--- config.mk ---
export PLATFORM = sky130hd
export DESIGN_NAME = fetch_stage
export DESIGN_NICKNAME = d
export VERILOG_FILES = /design/src/rtl/pipeline_pkg.sv /design/src/rtl/if_id_reg.sv /design/src/rtl/fetch_stage.sv
export SDC_FILE = /design/constraint.sdc
export NUM_CORES = 1
export LEC_CHECK = 0
export ABC_AREA = 1
export ABC_CLOCK_PERIOD_IN_PS = 11300
export BUFFER_PORTS_ARGS = -buffer_cell sky130_fd_sc_hd__clkbuf_2
export CAP_MARGIN = 20
export CELL_PAD_IN_SITES_DETAIL_PLACEMENT = 0
export CELL_PAD_IN_SITES_GLOBAL_PLACEMENT = 1
export CORE_ASPECT_RATIO = 2
export CORE_MARGIN = 5
export CORE_UTILIZATION = 40
export CTS_CLUSTER_DIAMETER = 80
export CTS_CLUSTER_SIZE = 10
export DETAILED_ROUTE_END_ITERATION = 8
export PLACE_DENSITY = 0.82
export SKIP_CTS_REPAIR_TIMING = 1
export SLEW_MARGIN = 40
export SYNTH_ARGS = -nofsm -noshare
export SYNTH_HDL_FRONTEND = slang
export SYNTH_SLANG_ARGS = --single-unit
--- constraint.sdc ---
create_clock -name clk -period 11.3 [get_ports clk]
set_clock_uncertainty 0.2 [all_clocks]
set_input_delay 2.26 -clock clk [delete_from_list [all_inputs] [get_ports clk]]
set_output_delay 2.26 -clock clk [all_outputs]
set_load 0.1 [all_outputs]
--- src/rtl/pipeline_pkg.sv ---
// Shared pipeline types and constants for the 5-stage MIPS core.
// Used by the IF stage and reused by later pipeline registers.
package pipeline_pkg;

  localparam int unsigned XLEN = 32;

  // sll $0,$0,0
  localparam logic [XLEN-1:0] NOP_INSTR = 32'h0000_0000;
  localparam logic [XLEN-1:0] RESET_PC  = 32'h0000_0000;

  typedef struct packed {
    logic [XLEN-1:0] instr;
    logic [XLEN-1:0] pc;
    logic [XLEN-1:0] pc_plus4;
    logic            valid;
  } if_id_t;

  function automatic logic [XLEN-1:0] align_word(input logic [XLEN-1:0] addr);
    return {addr[XLEN-1:2], 2'b00};
  endfunction

endpackage

--- src/rtl/if_id_reg.sv ---
// IF/ID pipeline register: flush beats stall, stall beats capture.
// A flushed slot keeps the PC fields but carries a NOP with valid cleared.
module if_id_reg
  import pipeline_pkg::*;
#(
  parameter logic [XLEN-1:0] NopInstr = NOP_INSTR
) (
  input  logic   clk_i,
  input  logic   rst_i,
  input  logic   stall_i,
  input  logic   flush_i,
  input  if_id_t d_i,
  output if_id_t q_o
);

  if_id_t q_q;
  if_id_t q_d;

  always_comb begin
    q_d = q_q;
    if (flush_i) begin
      q_d.instr    = NopInstr;
      q_d.pc       = d_i.pc;
      q_d.pc_plus4 = d_i.pc_plus4;
      q_d.valid    = 1'b0;
    end else if (!stall_i) begin
      q_d = d_i;
    end
  end

  always_ff @(posedge clk_i or posedge rst_i) begin
    if (rst_i) begin
      q_q.instr    <= NopInstr;
      q_q.pc       <= '0;
      q_q.pc_plus4 <= '0;
      q_q.valid    <= 1'b0;
    end else begin
      q_q <= q_d;
    end
  end

  assign q_o = q_q;

endmodule

--- src/rtl/fetch_stage.sv ---
// Instruction-fetch stage: owns the PC, drives the combinational imem,
// and fills the IF/ID register. Redirect beats stall for both PC and IF/ID.
module fetch_stage #(
  parameter logic [31:0] RESET_PC  = 32'h0000_0000,
  parameter logic [31:0] NOP_INSTR = 32'h0000_0000,
  parameter int unsigned CNT_W     = 32
) (
  input  logic             clk,
  input  logic             reset,
  output logic [31:0]      imem_pc,
  input  logic [31:0]      imem_instr,
  input  logic             stall,
  input  logic             flush,
  input  logic             redirect_valid,
  input  logic [31:0]      redirect_pc,
  output logic [31:0]      if_id_instr,
  output logic [31:0]      if_id_pc,
  output logic [31:0]      if_id_pc_plus4,
  output logic             if_id_valid,
  output logic [CNT_W-1:0] fetch_count
);

  import pipeline_pkg::if_id_t;
  import pipeline_pkg::align_word;

  logic [31:0]      pc_q, pc_d;
  logic [31:0]      pc_plus4;
  logic [CNT_W-1:0] cnt_q, cnt_d;
  logic             squash;
  logic             capture;
  if_id_t           if_id_d;
  if_id_t           if_id_q;

  // Redirect targets are silently word-aligned; the low bits never matter.
  logic unused_redirect_lsb;
  assign unused_redirect_lsb = ^redirect_pc[1:0];

  assign pc_plus4 = pc_q + 32'd4;
  assign squash   = redirect_valid | flush;
  assign capture  = ~squash & ~stall;

  always_comb begin
    pc_d = pc_plus4;
    if (redirect_valid) begin
      pc_d = align_word(redirect_pc);
    end else if (stall) begin
      pc_d = pc_q;
    end
  end

  always_comb begin
    cnt_d = cnt_q;
    if (capture) begin
      cnt_d = cnt_q + CNT_W'(1);
    end
  end

  always_ff @(posedge clk or posedge reset) begin
    if (reset) begin
      pc_q  <= RESET_PC;
      cnt_q <= '0;
    end else begin
      pc_q  <= pc_d;
      cnt_q <= cnt_d;
    end
  end

  always_comb begin
    if_id_d.instr    = imem_instr;
    if_id_d.pc       = pc_q;
    if_id_d.pc_plus4 = pc_plus4;
    if_id_d.valid    = 1'b1;
  end

  if_id_reg #(
    .NopInstr(NOP_INSTR)
  ) u_if_id_reg (
    .clk_i  (clk),
    .rst_i  (reset),
    .stall_i(stall),
    .flush_i(squash),
    .d_i    (if_id_d),
    .q_o    (if_id_q)
  );

  assign imem_pc        = pc_q;
  assign if_id_instr    = if_id_q.instr;
  assign if_id_pc       = if_id_q.pc;
  assign if_id_pc_plus4 = if_id_q.pc_plus4;
  assign if_id_valid    = if_id_q.valid;
  assign fetch_count    = cnt_q;

endmodule
==> results of run 1 <==
## tightest hold or removal path, stage by stage, from the launching register on
cell and delay (ps):
dfrtp_1 340, nand2_1 50, nand2_1 50
## cells in the mapped netlist, drive strengths merged
| cell type | instances |
|---|---|
| nor2 | 74 |
| a22o | 6 |
| conb | 1 |
| o211ai | 6 |
| o21bai | 2 |
| nand2 | 393 |
| nand4 | 16 |
| clkbuf | 12 |
| xnor2 | 7 |
| ha | 2 |
| xor2 | 23 |
| o21ai | 56 |
| inv | 96 |
| dfrtp | 155 |
| nand3 | 72 |
| and3 | 1 |
| clkinv | 1 |
| buf | 55 |
| and2 | 1 |
| mux2 | 1 |
| nor3 | 1 |
| o221ai | 1 |
## worst max-delay path by stage
stage	startpoint	to	slack [ps]	cells after the start
CTS	stall	u_if_id_reg.q_o[64]	6460	8
finish	stall	u_if_id_reg.q_o[64]	6450	8
floorplan	reset	fetch_count[0]	4660	1
global route	stall	u_if_id_reg.q_o[43]	6210	8
detailed placement	stall	u_if_id_reg.q_o[64]	6000	8
global placement	redirect_valid	u_if_id_reg.q_o[64]	5820	7
## sequential cells by signal, summed over array words and instances, names as in the netlist
| register | cells |
|---|---|
| u_if_id_reg.q_o | 93 |
| fetch_count | 32 |
| imem_pc | 30 |
## report_power, final
group	leakage [nW]	internal (mW)	switching, mW
clock network	0.277	0.350	0.237
registers	1.98	0.607	0.0539
logic	2.94	0.0793	0.516
## layout make-up
| type | instances | area (µm²) | share of cell area, % |
|---|---|---|---|
| Tap cell | 259 | 324 | 3.43 |
| Timing Repair Buffer | 225 | 1140 | 12.1 |
| Sequential cell | 155 | 3880 | 41.0 |
| Clock inverter | 11 | 148 | 1.56 |
| Clock buffer | 19 | 443 | 4.69 |
| Inverter | 97 | 372 | 3.93 |
| Multi-Input combinational cell | 668 | 3140 | 33.3 |
## routing by layer
metal | vias to the layer above | track usage (%) | part of all wire, %
li1 | 3377 | - | -
met1 | 3238 | 21.3 | 34
met2 | 220 | 42.7 | 57
met3 | 54 | 5.54 | 5.3
met4 | 0 | 9.81 | 3.9
met5 | - | 0 | 0
## per-stage QoR
step                      total power, mW  hold WS, ps  instances  utilization, %
final                                1.84          269       1434            49.0
after global routing                 1.91          288       1434            49.0
after CTS                            1.86          273       1434            49.0
after detailed placement             1.27          257       1404            46.0
after global placement               1.26          254       1404            45.9
after floorplan                      1.17          328        987               -
## cells in the final DEF (no fill, tap or decap), types with 2 or more instances in the layout
| cell type | netlist | layout |
|---|---|---|
| clkinvlp_4 | 0 | 4 |
| clkinv_2 | 0 | 2 |
| clkbuf_16 | 0 | 17 |
| inv_1 | 94 | 92 |
| o21ai_1 | 4 | 4 |
| dfrtp_1 | 155 | 155 |
| nor2_8 | 4 | 4 |
| nand4_1 | 13 | 13 |
| inv_2 | 2 | 3 |
| xnor2_1 | 7 | 7 |
| nand2_2 | 3 | 3 |
| buf_4 | 47 | 3 |
| xor2_1 | 22 | 22 |
| a22o_1 | 6 | 6 |
| nor2_1 | 55 | 54 |
| nand3_1 | 72 | 72 |
| clkinv_4 | 0 | 2 |
| conb_1 | 1 | 6 |
| clkbuf_2 | 0 | 220 |
| bufinv_16 | 0 | 3 |
| nand4_2 | 2 | 2 |
| o21bai_1 | 2 | 2 |
| nor2_2 | 8 | 9 |
| nand2_1 | 389 | 389 |
| ha_1 | 2 | 2 |
| o21ai_0 | 52 | 52 |
| nor2_4 | 7 | 7 |
| o211ai_1 | 6 | 6 |
## kinds of logic (layout without fill, tap and decap cells)
family / count (synthesis) / count (layout) / share of synthesized area [%]
AO/OA/AOI/OAI: 71 / 71 / 5.15
XOR/XNOR: 30 / 30 / 3.46
adder cells (fa/ha/maj): 2 / 2 / 0.321
buffers and inverters: 164 / 352 / 10.3
flip-flops: 155 / 155 / 49.7
multiplexers: 1 / 1 / 0.144
other: 1 / 6 / 0.0481
AND/OR/NAND/NOR: 558 / 558 / 30.9
==> results.json, run 1 <==
{
  "critPathLaunchType": "input port",
  "timing.critical_path.max_delay_family": "buffers and inverters",
  "hold_violations": 0,
  "preCtsSetupSlack_ps": 6000,
  "dieHeight_um": 208,
  "floorplan.initialDensity_pct": 40.5,
  "numPortBuffers": 221,
  "grt_pass1_vias": 6807,
  "path_depth_of_the_worst_reg2reg_path": 10,
  "drt-initial-drc-count": 298,
  "worst-path-buf-inv": 5,
  "yosysTopAreaCellShare_pct": 49.7,
  "leakage_nw": 5.19,
  "crit_path_cell_trace": "clkbuf_2, inv_2, nor2_4, inv_2, nor2_4, buf_4, buf_4, o21ai_0",
  "clock_tree.htree_level_count": 4,
  "drt-pass1-iter-count": 5,
  "crit_arrival_ps": 4940,
  "end_kind": "flop",
  "routed_wirelength_mm": 24.7,
  "place_area_mm2": 0.00886,
  "row_count": 72,
  "total_count_of_max_transition_violations_in_the_final_report": 0,
  "ys_types": 34,
  "core_area_mm2": 0.0193,
  "hold_start": "u_if_id_reg.q_o[86]",
  "r2r-start": "imem_pc[3]",
  "timing.hold.worst.class": "flop to flop",
  "timing.slew.headroom_pct": 46.9,
  "antenna_violating_nets_post_route": 0,
  "synth.area.top_cells": "dfrtp_1 (50%), nand2_1 (19%), nand3_1 (4.6%), buf_4 (4.5%), inv_1 (4.5%)",
  "critical-path-max-stage-delay_ps": 660,
  "final.fill_count": 2031,
  "antenna-diode-count": 0,
  "die_x_um": 109,
  "clk_root_buffer_cell": "clkbuf_16",
  "global_route.overflow_total": 0,
  "wire_length_of_the_first_global_routing_pass_mm": 37.5,
  "synth.ff_latch_count": 155,
  "synth_top_cell_by_area": "dfrtp_1",
  "worst_slack_ps": 6450,
  "cp.required_ps": 11380,
  "yosysWarningCount": 0,
  "routed-via-count": 6889,
  "share_of_final_layout_standard_cells_stronger_than_drive_strength_1_pct": 24.4,
  "worst_slew_pin_slew_ps": 795,
  "timing.setup.tns_ps": 0,
  "clk_transition_reported_paths_ps": 60,
  "outcome": "completed",
  "synthesis.area_per_instance_um2": 7.95,
  "finalNetCount": 1235,
  "ff2ff_setup_slack_ps": 9180,
  "layout_worst_path_cycle_share_pct": 43.0,
  "hold-path-endpoint": "u_if_id_reg.q_o[86]",
  "final_area_mm2": 0.00945,
  "gp_congestion": 0.949,
  "cts-root-to-sink-buffers": 2,
  "regToRegEndpoint": "u_if_id_reg.q_o[23]",
  "hpwlAfterDp_mm": 18.5,
  "ioPinCount": 230,
  "rsz_0062_raised_after_global_routing": "false",
  "power.ir.vdd_worst_mv": 0.161,
  "drc_errors": 0,
  "worst-path-max-fanout": 67,
  "maximum_number_of_pins_on_one_net_before_global_route_repair": 86,
  "post_synth_instance_area_mm2": 0.00780,
  "hold_depth": 2,
  "crit_path_top_delay_cell": "buf_4",
  "cts-buffers-inserted": 17,
  "finalCriticalPeriod_ps": 4850,
  "vias_per_cell": 4.80,
  "tritoncts": "done",
  "worstSetupPathType": "input port to flop",
  "cts_num_sinks": 155,
  "grt_antenna_before_repair": 0,
  "postSynthCellCount": 982,
  "area_delta_synth_final_pct": 21.1,
  "die_area_mm2": 0.0226,
  "power_per_standard_cell_area_mw_per_mm2": 195,
  "groute.usage.overall_pct": 22.2,
  "ys_seq_area_share_pct": 49.7,
  "clk_lat_worst_skew_ps": 430,
  "drv.max_cap_violation_count": 0,
  "clock.fmax_mhz": 206,
  "detail_route.wl_per_cell_um": 17.2,
  "setup-violations-final": 0
}
No activity file was read; power rests on OpenSTA's default activity.
==> inputs of run 2 (changes only) <==
--- a/config.mk
+++ b/config.mk
@@ -5,19 +5,19 @@
 export SDC_FILE = /design/constraint.sdc
 export NUM_CORES = 1
 export LEC_CHECK = 0
-export ABC_AREA = 1
-export ABC_CLOCK_PERIOD_IN_PS = 11300
+export ABC_AREA = 0
+export ABC_CLOCK_PERIOD_IN_PS = 4100
 export BUFFER_PORTS_ARGS = -buffer_cell sky130_fd_sc_hd__clkbuf_2
 export CAP_MARGIN = 20
 export CELL_PAD_IN_SITES_DETAIL_PLACEMENT = 0
 export CELL_PAD_IN_SITES_GLOBAL_PLACEMENT = 1
 export CORE_ASPECT_RATIO = 2
 export CORE_MARGIN = 5
-export CORE_UTILIZATION = 40
+export CORE_UTILIZATION = 35
 export CTS_CLUSTER_DIAMETER = 80
 export CTS_CLUSTER_SIZE = 10
 export DETAILED_ROUTE_END_ITERATION = 8
-export PLACE_DENSITY = 0.82
+export PLACE_DENSITY = 0.74
 export SKIP_CTS_REPAIR_TIMING = 1
 export SLEW_MARGIN = 40
 export SYNTH_ARGS = -nofsm -noshare
==> constraint.sdc (replaced) <==
create_clock -name clk -period 4.1 [get_ports clk]
set_clock_uncertainty 0.2 [all_clocks]
set_input_delay 0.82 -clock clk [delete_from_list [all_inputs] [get_ports clk]]
set_output_delay 0.82 -clock clk [all_outputs]
set_load 0.1 [all_outputs]
==> run 2 against run 1 <==
  * Non-clock buffer count rose by 7
  * Area after synthesis fell by 7.3%
  * Total power rose to 2.5 times the previous value
  * Sequential cell count did not move
  * Synthesized cell count fell by 27%
  * Wire length fell by 18%
  * Clock power rose by 140%
  * Sequential power rose to 2.7 times the previous value
  * Via count fell by 20%
  * Critical path type is now flop to flop
  * Largest power group unchanged
==> results.json, run 2 <==
{
  "worst-path-max-fanout": 9,
  "timing.hold.worst.class": "flop to flop",
  "clk_transition_reported_paths_ps": 60,
  "antenna_violating_nets_post_route": 0,
  "hpwlAfterDp_mm": 14.8,
  "power_per_standard_cell_area_mw_per_mm2": 528,
  "setup-violations-final": 0,
  "clk_root_buffer_cell": "clkbuf_16",
  "finalNetCount": 963,
  "synth.area.top_cells": "dfrtp_1 (54%), nand2_1 (8.6%), xor2_1 (5.7%), xnor2_1 (4.7%), buf_4 (4.0%)",
  "maximum_number_of_pins_on_one_net_before_global_route_repair": 85,
  "routed-via-count": 5533,
  "grt_antenna_before_repair": 0,
  "finalCriticalPeriod_ps": 2670,
  "switching_power_mw": 1.99,
  "rsz_0062_raised_after_global_routing": "false",
  "die_area_mm2": 0.0238,
  "r2r-start": "imem_pc[2]",
  "gp_congestion": 0.770,
  "path_depth_of_the_worst_reg2reg_path": 6,
  "final_area_mm2": 0.00886,
  "drt-pass1-iter-count": 4,
  "antenna-diode-count": 0,
  "yosys.cell_count.top_type": "nand2_1",
  "cts_num_sinks": 155,
  "commonest_non_fill_non_tap_cells_in_the_layout": "clkbuf_2 (221), nand2_1 (166), dfrtp_1 (155), xor2_1 (47), o21ai_0 (45)",
  "floorplan.initialDensity_pct": 35.5,
  "numPortBuffers": 221,
  "place_area_mm2": 0.00835,
  "area_delta_synth_final_pct": 22.5,
  "leakage_nw": 4.36,
  "hold_violations": 0,
  "layout_worst_path_cycle_share_pct": 65.2,
  "critPathLaunchType": "flop",
  "layoutNonFillerInstCount": 1167,
  "worst_slew_pin_slew_ps": 719,
  "worstSetupPathType": "flop to flop",
  "synth-edff-count": 0,
  "groute.usage.overall_pct": 17.2,
  "worst_slack_ps": 1430,
  "drc_errors": 0,
  "clock_tree.htree_level_count": 4,
  "regToRegEndpoint": "imem_pc[20]",
  "ys_seq_area_share_pct": 53.6,
  "cts-root-to-sink-buffers": 2,
  "clk_lat_worst_skew_ps": 430,
  "timing.setup.tns_ps": 0,
  "drv.max_cap_violation_count": 0,
  "power.ir.vdd_worst_mv": 0.405,
  "preCtsSetupSlack_ps": 1030,
  "vias_per_cell": 4.74,
  "largest_register_ffs": 93,
  "tritoncts": "done",
  "total_count_of_max_transition_violations_in_the_final_report": 0,
  "cp.required_ps": 4210,
  "dieHeight_um": 213,
  "synth_ff_type": "dfrtp_1",
  "hold-path-endpoint": "u_if_id_reg.q_o[36]",
  "ys_types": 47,
  "final.hold.worst_slack_ps": 263,
  "die_x_um": 112,
  "comb_power_share_pct": 31.2,
  "postSynthCellCount": 718,
  "synth_common_cells": "nand2_1 (166), dfrtp_1 (155), xor2_1 (47)",
  "most_common_library_cell_in_the_layout_ignoring_fill_and_taps": "clkbuf_2",
  "synth_top_cell_by_area": "dfrtp_1",
  "detail_route.wl_per_cell_um": 17.2,
  "ioPinCount": 230,
  "multi_input_comb_area_mm2": 0.00288,
  "hold_start": "u_if_id_reg.q_o[36]",
  "share_of_final_layout_standard_cells_stronger_than_drive_strength_1_pct": 31.2,
  "power.share.clock_pct": 30.2,
  "crit_arrival_ps": 2790,
  "ff2ff_setup_slack_ps": 1430,
  "timing.slew.headroom_pct": 51.8,
  "place.detailed.instances": 1139,
  "wire_length_of_the_first_global_routing_pass_mm": 31.9,
  "final.fill_count": 2107,
  "switching_share_pct": 42.6,
  "post_synth_instance_area_mm2": 0.00723,
  "yosysTopAreaCellShare_pct": 53.6,
  "internal-power_mw": 2.69,
  "routed_wirelength_mm": 20.1,
  "hold_depth": 2,
  "outcome": "completed",
  "core_area_mm2": 0.0204,
  "grt_pass1_vias": 5842,
  "row_count": 74,
  "cts-buffers-inserted": 17,
  "end_kind": "flop",
  "drt-initial-drc-count": 227,
  "global_route.overflow_total": 0,
  "clock.fmax_mhz": 374,
  "sequentialPowerShare_pct": 38.6,
  "synthArstFlopShare_pct": 100,
  "area.sequential_mm2": 0.00388,
  "synthesis.area_per_instance_um2": 10.1,
  "synth.ff_latch_count": 155,
  "yosysWarningCount": 0
}
==> run 2: power groups by stage <==
stage	clock [mW]	combinational, mW	sequential (mW)
finish	1.41	1.46	1.81
CTS	1.46	1.48	1.81
global placement	0	1.47	1.83
floorplan	0	0.536	2.54
global route	1.51	1.52	1.83
detailed placement	0	1.47	1.84
==> run 2: layer usage <==
metal	global-route usage (%)	vias up	wire length [µm]
met2	32.0	159	11000
met3	4.28	27	941
met5	0	-	0
met1	18.5	2639	7630
met4	6.80	0	503
li1	-	2708	-
==> run 2: worst max-delay path by stage <==
stage | startpoint | to | slack [ps]
after detailed placement | stall | fetch_count[19] | 1030
final | imem_pc[2] | imem_pc[20] | 1430
after floorplan | reset | fetch_count[0] | 1120
after global routing | imem_pc[2] | imem_pc[20] | 1260
after CTS | imem_pc[3] | imem_pc[20] | 1380
after global placement | stall | fetch_count[19] | 1020
==> run 2: layout make-up <==
type	count	share of cell area (%)
flip-flops and latches	155	43.8
repair buffers	232	13.8
multi-input cells	478	32.5
well taps	266	3.76
clock inverters	10	0.918
clock buffers	18	4.84
inverters	8	0.381
==> run 2: cells by family after synthesis <==
family	after synthesis	synth area share, %
and+or+nand+nor	287	19.4
DFF	155	53.6
buffers and inverters	90	6.92
AOI/OAI and AO/OA	89	7.99
xor gates and xnor gates	86	10.4
muxes	8	1.21
adders and majority gates	2	0.346
other	1	0.0519
==> run 2: metrics by stage <==
step / util (%) / total power, mW
after floorplan: - / 3.07
after global placement: 41.0 / 3.30
after detailed placement: 41.0 / 3.31
after CTS: 43.5 / 4.75
after global routing: 43.5 / 4.86
final: 43.5 / 4.68
==> run 2: worst max-delay path, cell delays in order (launching register included) <==
cell,delay (ps)
dfrtp_1,450
ha_1,330
nand4_4,200
nor4_4,700
nor3b_1,300
xor2_1,100
mux2_2,260
